`config.mk`:
```
export PLATFORM = sky130hd
export DESIGN_NAME = ram_decryptor
export DESIGN_NICKNAME = d
export VERILOG_FILES = /design/src/rtl/rc4_pkg.sv /design/src/rtl/trap_edge.sv /design/src/rtl/ram_decryptor.sv
export SDC_FILE = /design/constraint.sdc
export NUM_CORES = 1
export LEC_CHECK = 0
export BUFFER_PORTS_ARGS = -buffer_cell sky130_fd_sc_hd__buf_4
export CORE_AREA = 3 3 141 129
export CTS_BUF_LIST = sky130_fd_sc_hd__clkbuf_8
export DETAILED_ROUTE_END_ITERATION = 10
export DIE_AREA = 0 0 144 132
export PLACE_DENSITY = 0.45
export RECOVER_POWER = 50
export SLEW_MARGIN = 10
export SYNTH_ARGS = -nofsm -noshare
export SYNTH_HDL_FRONTEND = slang
export SYNTH_SLANG_ARGS = --single-unit
```
`constraint.sdc`:
```
create_clock -name clk -period 2.5 [get_ports clk]
set_clock_uncertainty 0.15 [all_clocks]
set_input_delay 0.5 -clock clk [delete_from_list [all_inputs] [get_ports clk]]
set_output_delay 0.5 -clock clk [all_outputs]
set_load 0.01 [all_outputs]
```
`src/rtl/rc4_pkg.sv`:
```
`default_nettype none
// ============================================================================
//  Module      : rc4_pkg
//  Description : Shared RC4 PRGA state encoding and printable-byte classifier.
//  Revision    : 1.0 - initial release
// ============================================================================
package rc4_pkg;

    localparam logic [7:0] CHAR_SPACE = 8'h20;
    localparam logic [7:0] CHAR_LO    = 8'h61;
    localparam logic [7:0] CHAR_HI    = 8'h7A;

    typedef enum logic [3:0] {
        IDLE    = 4'd0,
        INC_I   = 4'd1,
        WAIT_SI = 4'd2,
        RD_SI   = 4'd3,
        WAIT_SJ = 4'd4,
        RD_SJ   = 4'd5,
        WR_I    = 4'd6,
        WR_J    = 4'd7,
        WAIT_F  = 4'd8,
        RD_F    = 4'd9,
        NEXT    = 4'd10,
        DONE    = 4'd11
    } prga_state_t;

    function automatic logic is_printable(input logic [7:0] b);
        return (b == CHAR_SPACE) || ((b >= CHAR_LO) && (b <= CHAR_HI));
    endfunction

endpackage
`default_nettype wire

```
`src/rtl/trap_edge.sv`:
```
`default_nettype none
// ============================================================================
//  Module      : trap_edge
//  Description : Single-cycle pulse on each rising edge of in_sig.
//  Revision    : 1.0 - initial release
// ============================================================================
module trap_edge (
    input  logic clk,
    input  logic reset,
    input  logic in_sig,
    output logic rise
);

    logic r_prev;

    always_ff @(posedge clk or posedge reset) begin
        if (reset) begin
            r_prev <= 1'b0;
        end else begin
            r_prev <= in_sig;
        end
    end

    assign rise = in_sig & ~r_prev;

endmodule
`default_nettype wire

```
`src/rtl/ram_decryptor.sv`:
```
`default_nettype none
// ============================================================================
//  Module      : ram_decryptor
//  Description : RC4 PRGA - swaps S, XORs keystream with the encrypted ROM and
//                writes plaintext, flagging non-printable output bytes.
//  Revision    : 1.0 - initial release
// ============================================================================
module ram_decryptor
    import rc4_pkg::*;
#(
    parameter int RAM_WIDTH        = 8,
    parameter int RAM_LENGTH       = 8,
    parameter int MSG_ADDR_WIDTH   = 5,
    parameter int MSG_LENGTH       = 32,
    parameter int ABORT_ON_INVALID = 1
) (
    input  logic                      clk,
    input  logic                      reset,
    input  logic                      start,
    output logic                      finished,
    output logic                      valid,
    input  logic [RAM_WIDTH-1:0]      s_out,
    output logic [RAM_LENGTH-1:0]     s_addr,
    output logic [RAM_WIDTH-1:0]      s_in,
    output logic                      s_wren,
    input  logic [RAM_WIDTH-1:0]      enc_out,
    output logic [MSG_ADDR_WIDTH-1:0] enc_addr,
    output logic [MSG_ADDR_WIDTH-1:0] dec_addr,
    output logic [RAM_WIDTH-1:0]      dec_in,
    output logic                      dec_wren
);

    localparam logic [MSG_ADDR_WIDTH-1:0] c_last_k = MSG_ADDR_WIDTH'(MSG_LENGTH - 1);

    prga_state_t r_state, w_state;

    logic [RAM_LENGTH-1:0]     r_i, w_i, r_j, w_j, r_s_addr, w_s_addr;
    logic [MSG_ADDR_WIDTH-1:0] r_k, w_k, r_enc_addr, w_enc_addr, r_dec_addr, w_dec_addr;
    logic [RAM_WIDTH-1:0]      r_si, w_si, r_sj, w_sj, r_s_in, w_s_in, r_dec_in, w_dec_in;
    logic                      r_s_wren, w_s_wren, r_dec_wren, w_dec_wren;
    logic                      r_finished, w_finished, r_valid, w_valid;

    logic                      w_start_rise;
    logic [RAM_WIDTH-1:0]      w_f_byte;
    logic                      w_stop;

    trap_edge u_start_edge (
        .clk    (clk),
        .reset  (reset),
        .in_sig (start),
        .rise   (w_start_rise)
    );

    assign w_f_byte = s_out ^ enc_out;
    // r_valid already reflects the byte written in RD_F when NEXT evaluates this
    assign w_stop   = (r_k == c_last_k) || ((ABORT_ON_INVALID != 0) && !r_valid);

    always_ff @(posedge clk or posedge reset) begin
        if (reset) begin
            r_state <= IDLE;
        end else begin
            r_state <= w_state;
        end
    end

    always_comb begin
        w_state = r_state;
        case (r_state)
            IDLE:    if (w_start_rise) w_state = INC_I;
            INC_I:   w_state = WAIT_SI;
            WAIT_SI: w_state = RD_SI;
            RD_SI:   w_state = WAIT_SJ;
            WAIT_SJ: w_state = RD_SJ;
            RD_SJ:   w_state = WR_I;
            WR_I:    w_state = WR_J;
            WR_J:    w_state = WAIT_F;
            WAIT_F:  w_state = RD_F;
            RD_F:    w_state = NEXT;
            NEXT:    w_state = w_stop ? DONE : INC_I;
            DONE:    w_state = IDLE;
            default: w_state = IDLE;
        endcase
    end

    always_comb begin
        w_i        = r_i;
        w_j        = r_j;
        w_k        = r_k;
        w_si       = r_si;
        w_sj       = r_sj;
        w_s_addr   = r_s_addr;
        w_s_in     = r_s_in;
        w_s_wren   = r_s_wren;
        w_enc_addr = r_enc_addr;
        w_dec_addr = r_dec_addr;
        w_dec_in   = r_dec_in;
        w_dec_wren = r_dec_wren;
        w_finished = r_finished;
        w_valid    = r_valid;
        case (r_state)
            IDLE: begin
                if (w_start_rise) begin
                    w_i        = '0;
                    w_j        = '0;
                    w_k        = '0;
                    w_si       = '0;
                    w_sj       = '0;
                    w_finished = 1'b0;
                    w_valid    = 1'b1;
                end
            end
            INC_I: begin
                w_i      = r_i + 1'b1;
                w_s_addr = r_i + 1'b1;
            end
            RD_SI: begin
                w_si     = s_out;
                w_j      = r_j + RAM_LENGTH'(s_out);
                w_s_addr = r_j + RAM_LENGTH'(s_out);
            end
            RD_SJ: begin
                w_sj     = s_out;
                w_s_addr = r_i;
                w_s_in   = s_out;
                w_s_wren = 1'b1;
            end
            WR_I: begin
                w_s_addr = r_j;
                w_s_in   = r_si;
                w_s_wren = 1'b1;
            end
            WR_J: begin
                w_s_wren   = 1'b0;
                w_s_addr   = RAM_LENGTH'(r_si + r_sj);
                w_enc_addr = r_k;
            end
            RD_F: begin
                w_dec_addr = r_k;
                w_dec_in   = w_f_byte;
                w_dec_wren = 1'b1;
                if (!is_printable(8'(w_f_byte))) w_valid = 1'b0;
            end
            NEXT: begin
                w_dec_wren = 1'b0;
                if (!w_stop) w_k = r_k + 1'b1;
            end
            DONE:    w_finished = 1'b1;
            default: ;
        endcase
    end

    always_ff @(posedge clk or posedge reset) begin
        if (reset) begin
            r_i        <= '0;
            r_j        <= '0;
            r_k        <= '0;
            r_si       <= '0;
            r_sj       <= '0;
            r_s_addr   <= '0;
            r_s_in     <= '0;
            r_s_wren   <= 1'b0;
            r_enc_addr <= '0;
            r_dec_addr <= '0;
            r_dec_in   <= '0;
            r_dec_wren <= 1'b0;
            r_finished <= 1'b0;
            r_valid    <= 1'b1;
        end else begin
            r_i        <= w_i;
            r_j        <= w_j;
            r_k        <= w_k;
            r_si       <= w_si;
            r_sj       <= w_sj;
            r_s_addr   <= w_s_addr;
            r_s_in     <= w_s_in;
            r_s_wren   <= w_s_wren;
            r_enc_addr <= w_enc_addr;
            r_dec_addr <= w_dec_addr;
            r_dec_in   <= w_dec_in;
            r_dec_wren <= w_dec_wren;
            r_finished <= w_finished;
            r_valid    <= w_valid;
        end
    end

    assign finished = r_finished;
    assign valid    = r_valid;
    assign s_addr   = r_s_addr;
    assign s_in     = r_s_in;
    assign s_wren   = r_s_wren;
    assign enc_addr = r_enc_addr;
    assign dec_addr = r_dec_addr;
    assign dec_in   = r_dec_in;
    assign dec_wren = r_dec_wren;

endmodule
`default_nettype wire

```
# Word-level counts from Yosys, hierarchy flattened
# Cells that the tools add are included.
# op_classes
addsub	4
magnitude_cmp	2
eq_ne	16
n_mux	20
bitwise_logic	3
reduce_logical	22
# ops
operator	count
case mux 8 bit (2 select lines)	5
case mux 4 bit (11 select lines)	1
case mux 8 bit (5 select lines)	1
nonzero test 2 bit	9
adder 8 bit	2
equality test 4 x 3 -> 1 bit, second input constant	4
equality test 4 bit, second input constant	4
two-way mux 5 bit	2
case mux 5 bit (2 select lines)	1
adder 8 x 1 -> 8 bit, second input constant	1
equality test 4 x 2 -> 1 bit, second input constant	2
equality test 8 x 6 -> 1 bit, second input constant	1
greater-or-equal comparator 8 x 7 -> 1 bit, second input constant	1
<= comparator 8 x 7 -> 1 bit, second input constant	1
two-way mux 4 bit	2
two-way mux 8 bit	1
case mux 1 bit (2 select lines)	4
AND reduction 2 bit	4
XOR 8 bit	1
AND reduction 3 bit	2
adder 5 x 1 -> 5 bit, second input constant	1
equality test 5 bit, second input constant	1
nonzero test 5 bit	1
equality test 4 x 1 -> 1 bit, second input constant	1
other kinds (10)	14
# word_totals
regBits	80
inputBits	19
output_inout_bits	38
wordCells	83

# Logic depth before layout (Yosys ltp)
# logic_depth
depth_word	6
mapped_depth	8
depth_no_buf	8

# By module
# Synthesis repeated with hierarchy kept, for this count alone.
# unflattened
hier_cells	425
area_unflattened_um2	4184.0
# modules_own_cells
mod	n_inst	cells_each	area_each_um2
ram_decryptor	1	422	4141.5
trap_edge	1	3	42.5

# Least setup slack after synthesis
# OpenSTA, ideal clock, no wires.
# synth_timing
kind	input to register
startpoint	input s_out[0]
endpoint	register r_s_addr[6] (netlist: s_addr[6])
t_arrival_ps	1973
required_ps	2207
setup_slack_ps	234
path_stages	8
cell_sequence	ha_1 > fa_1 > a21o_1 > a21oi_1 > o21ai_0 > a21oi_1 > xor2_1 > o211ai_1
# synth_between
elab_chain_len	2
# synth_lines
item	line	source
start: declaration	ram_decryptor.sv:22	input logic [RAM_WIDTH-1:0] s_out,
adder 8 bit	ram_decryptor.sv:119	w_s_addr = r_j + RAM_LENGTH'(s_out);
case mux 8 bit (5 select lines)	ram_decryptor.sv:100	case (r_state)
end signal: assignment	ram_decryptor.sv:174	r_s_addr <= w_s_addr;
end: declaration	ram_decryptor.sv:37	logic [RAM_LENGTH-1:0] r_i, w_i, r_j, w_j, r_s_addr, w_s_addr;
# Every way passes these cells.
# A chain may end at the register's enable or synchronous reset.

# Worst setup path after layout
# layout_timing
startpoint	register r_k[0]
endpoint	register r_k[2]
# layout_between
elab_chain_len	4
elab_cells_between_ends	7
classes_between	add/sub (1); eq/ne (2); mux (2); reduce/logical (2)
# layout_lines
item	line	source
start: declaration	ram_decryptor.sv:38	logic [MSG_ADDR_WIDTH-1:0] r_k, w_k, r_enc_addr, w_enc_addr, r_dec_addr, w_dec_addr;
start signal: assignment	ram_decryptor.sv:171	r_k <= w_k;
parallel branches: the longest is 4 deep, another holds adder 5 x 1 -> 5 bit	n/a	
# Parallel ways; which one is timed is not known. The select of a mux whose other input is x is not followed.

==> metrics <==
clock period minus worst slack around 2.4 ns; number of sinks driven by the clock tree 80; first drt pass iteration count 5; area of placed instances 4950 um^2; placer's final routability congestion estimate just over 0.8; fraction of synthesis flops using an asynchronous set or reset pin 100%; synth warn 0; number of enable flip-flop cells after synthesis 0; synthesized area about 4200 um^2; area of the die 19,000 um^2; nets in the synthesized netlist ~470; # resized after CTS 0; FP Rows 45; total number of H-tree levels 3; number of cells on the worst reg-to-reg path 8; Tightest Hold Check Type in2reg; antenna violations before repair 0; effective utilization at floorplan between 20% and 30%; worst endpoint required time about 2.7 ns; number of vias per cell around 4.8; type of element launching the critical path flop; Register-to-Register Setup Slack 0.13 ns; Leak Pwr 2.40 nW; wirelength, routed roughly 12,000 um; remaining design rule violation count 0; combined flip-flop and latch cell area 2000 um^2; number of setup buffers added after CTS 0; Worst Hold Depth 1; height of the chip approximately 130 um; quantity of hold-fixing buffers added after cts 0; via count of the routed design 3,425; mean cell area of the mapped netlist 9.76 um^2; number of distinct library cells after synthesis 47; GRT Resource Usage Total about an eighth; core footprint 16,800 um^2; sequential cell area fraction in the yosys report 47.8%; post-route cell area 5090 um^2; maximum resistive drop on vdd about 0.35 mV; Clock Latency Late Sink around 0.37 ns; CTS Buf Count 9; dominant register cell in the synthesized netlist sky130_fd_sc_hd__dfrtp_1; r2r endpoint r_k[2]; Worst-Margin Slew 1.84 ns; Clk Tree Root Cell sky130_fd_sc_hd__clkbuf_8; Critical Setup Path Class reg2reg; pin count of the biggest net entering global routing 81; Diodes inserted 0; number of DRC markers in iteration 0 between 200 and 250; combined area of the multi-input logic cells 2070 um^2; final clock period utilization by the worst path 94.7%; number of maximum-capacitance constraint violations 1; launch instance of the worst register-to-register path r_k[0]; detail-routed net length per standard cell 16.7 um; count of mapped cells out of synthesis 429; Worst slew margin -22.4%; worst-path maximum fanout 5; fill cell count between 1,500 and 2,000; failing checks capacitance limit, slew limit; Max Fclk 0.423 GHz; arrival time reported for the critical path endpoint 2.53 ns; proportion of layout cells with a drive suffix above 1 18.7%; hold-critical path endpoint u_start_edge.r_prev; HPWL reported at the end of detailed placement 8830 um; setup repair after global routing missed its margin no; wire length of the first global-routing pass 19,000 um; final count of hold timing violations 0; number of max-slew violations in the final report 81; number of nets still failing antenna checks after routing 0; clock tree from TritonCTS yes; Pwr per Cell Area ~1200 nW/um^2; vias in the first global route 3,424; post-synthesis register bit count 80; post-synthesis to final-layout area growth 21.6%; count of buffers from port buffering 56; remaining global-route overflow 0; category of the worst setup path capture point flop; hold path startpoint start; Max Buffers Root-to-Sink 2; final-layout setup total negative slack 0 ns; number of setup violations in the final report 0; run status finished, violations left; top-level I/O count 57; nets@finish 537; die width ~140 um; clock transition time at the flip-flop clock pins of the worst setup and hold paths 0.08 ns; final core area utilization 30.3%
layout by cell type (no fill, tap or decap), types with 11 or more instances in the layout:
cell type / synthesis / final
sky130_fd_sc_hd__xnor2_1: 17 / 17
sky130_fd_sc_hd__a22oi_1: 12 / 12
sky130_fd_sc_hd__nand3_1: 18 / 18
sky130_fd_sc_hd__nand2_1: 72 / 72
sky130_fd_sc_hd__xor2_1: 13 / 13
sky130_fd_sc_hd__nor2_1: 39 / 39
sky130_fd_sc_hd__inv_1: 9 / 11
sky130_fd_sc_hd__clkbuf_1: 7 / 15
sky130_fd_sc_hd__dfrtp_1: 79 / 79
sky130_fd_sc_hd__a21oi_1: 25 / 25
sky130_fd_sc_hd__ha_1: 17 / 17
sky130_fd_sc_hd__a22o_1: 14 / 14
sky130_fd_sc_hd__mux2_2: 12 / 12
sky130_fd_sc_hd__o21ai_0: 21 / 21
sky130_fd_sc_hd__buf_4: 3 / 57
cell families after synthesis:
group | count (synthesis) | share of synthesized area [%]
compound gates | 107 | 17.1
xor+xnor | 30 | 6.27
fa+ha+maj | 19 | 6.03
buf+inv | 26 | 2.78
flops | 80 | 47.8
mux | 13 | 3.46
simple gates | 154 | 16.5
sequential cells by signal, indices dropped and copies added (netlist names):
register             count
s_in                     8
r_sj                     8
finished                 1
u_start_edge.r_prev      1
valid                    1
dec_in                   8
r_state                  4
s_wren                   1
dec_addr                 5
s_addr                   8
r_i                      8
dec_wren                 1
r_j                      8
r_k                      5
r_si                     8
enc_addr                 5
cells in the mapped netlist (7+ instances only):
cell type / instances / area (um^2)
sky130_fd_sc_hd__dfrtp_1: 79 / 1980
sky130_fd_sc_hd__nand2_1: 72 / 270
sky130_fd_sc_hd__nor2_1: 39 / 146
sky130_fd_sc_hd__a21oi_1: 25 / 125
sky130_fd_sc_hd__o21ai_0: 21 / 105
sky130_fd_sc_hd__nand3_1: 18 / 90.1
sky130_fd_sc_hd__ha_1: 17 / 213
sky130_fd_sc_hd__xnor2_1: 17 / 149
sky130_fd_sc_hd__a22o_1: 14 / 123
sky130_fd_sc_hd__xor2_1: 13 / 114
sky130_fd_sc_hd__a22oi_1: 12 / 90.1
sky130_fd_sc_hd__mux2_2: 12 / 135
sky130_fd_sc_hd__a21o_1: 9 / 67.6
sky130_fd_sc_hd__inv_1: 9 / 33.8
sky130_fd_sc_hd__clkbuf_1: 7 / 26.3
power by group:
part	switching [mW]	total [mW]	internal [mW]
Clock	0.475	1.05	0.578
Combinational	1.63	2.88	1.25
Sequential	0.429	2.19	1.76
critical path, cell delays in order (launching register included):
cell and delay, ns:
sky130_fd_sc_hd__dfrtp_1 0.44, sky130_fd_sc_hd__ha_1 0.25, sky130_fd_sc_hd__and3_1 0.19, sky130_fd_sc_hd__ha_1 0.17
sky130_fd_sc_hd__nor2b_1 0.18, sky130_fd_sc_hd__and3_2 0.27, sky130_fd_sc_hd__nor2_2 0.07, sky130_fd_sc_hd__or4b_1 0.52
sky130_fd_sc_hd__nand2_1 0.08
worst max-delay path by stage:
stage,from,endpoint,slack [ns],cells after the start
final,r_k[0],r_k[2],0.13,8
after global routing,r_k[0],r_k[2],0.02,8
after CTS,r_k[0],r_k[2],0.12,8
after detailed placement,s_out[0],s_addr[6],0.01,9
after global placement,s_out[0],s_addr[6],0.02,9
after floorplan,s_out[0],s_addr[6],0.23,8
per-stage QoR:
stage / setup WS (ns) / power (mW) / std cells / hold slack (ns)
2_1_floorplan: 0.234 / 4.04 / 429 / 0.320
3_3_place_gp: 0.0162 / 5.16 / 699 / 0.304
3_5_place_dp: 0.0140 / 5.19 / 699 / 0.307
4_1_cts: 0.123 / 6.29 / 715 / 0.0668
5_1_grt: 0.0203 / 6.62 / 715 / 0.0798
6_report: 0.134 / 6.12 / 715 / 0.114
final cells by class:
| cell class | count | share of cell area, % |
|---|---|---|
| Clock buffer | 10 | 2.70 |
| Clock inverter | 6 | 1.50 |
| Inverter | 10 | 0.761 |
| Multi-Input combinational cell | 323 | 40.6 |
| Sequential cell | 80 | 39.3 |
| Tap cell | 211 | 5.18 |
| Timing Repair Buffer | 75 | 9.90 |
per-layer routing:
layer | share of wire, % | wire (um) | vias to the layer above | track usage, %
li1 | - | - | 1666 | -
met1 | 50 | 5920 | 1676 | 18.3
met2 | 45 | 5320 | 76 | 19.3
met3 | 5.1 | 610 | 7 | 4.61
met4 | 0.68 | 81 | 0 | 2.51
met5 | 0 | 0 | - | 0
Note: power is estimated with default switching activity, not from simulation.
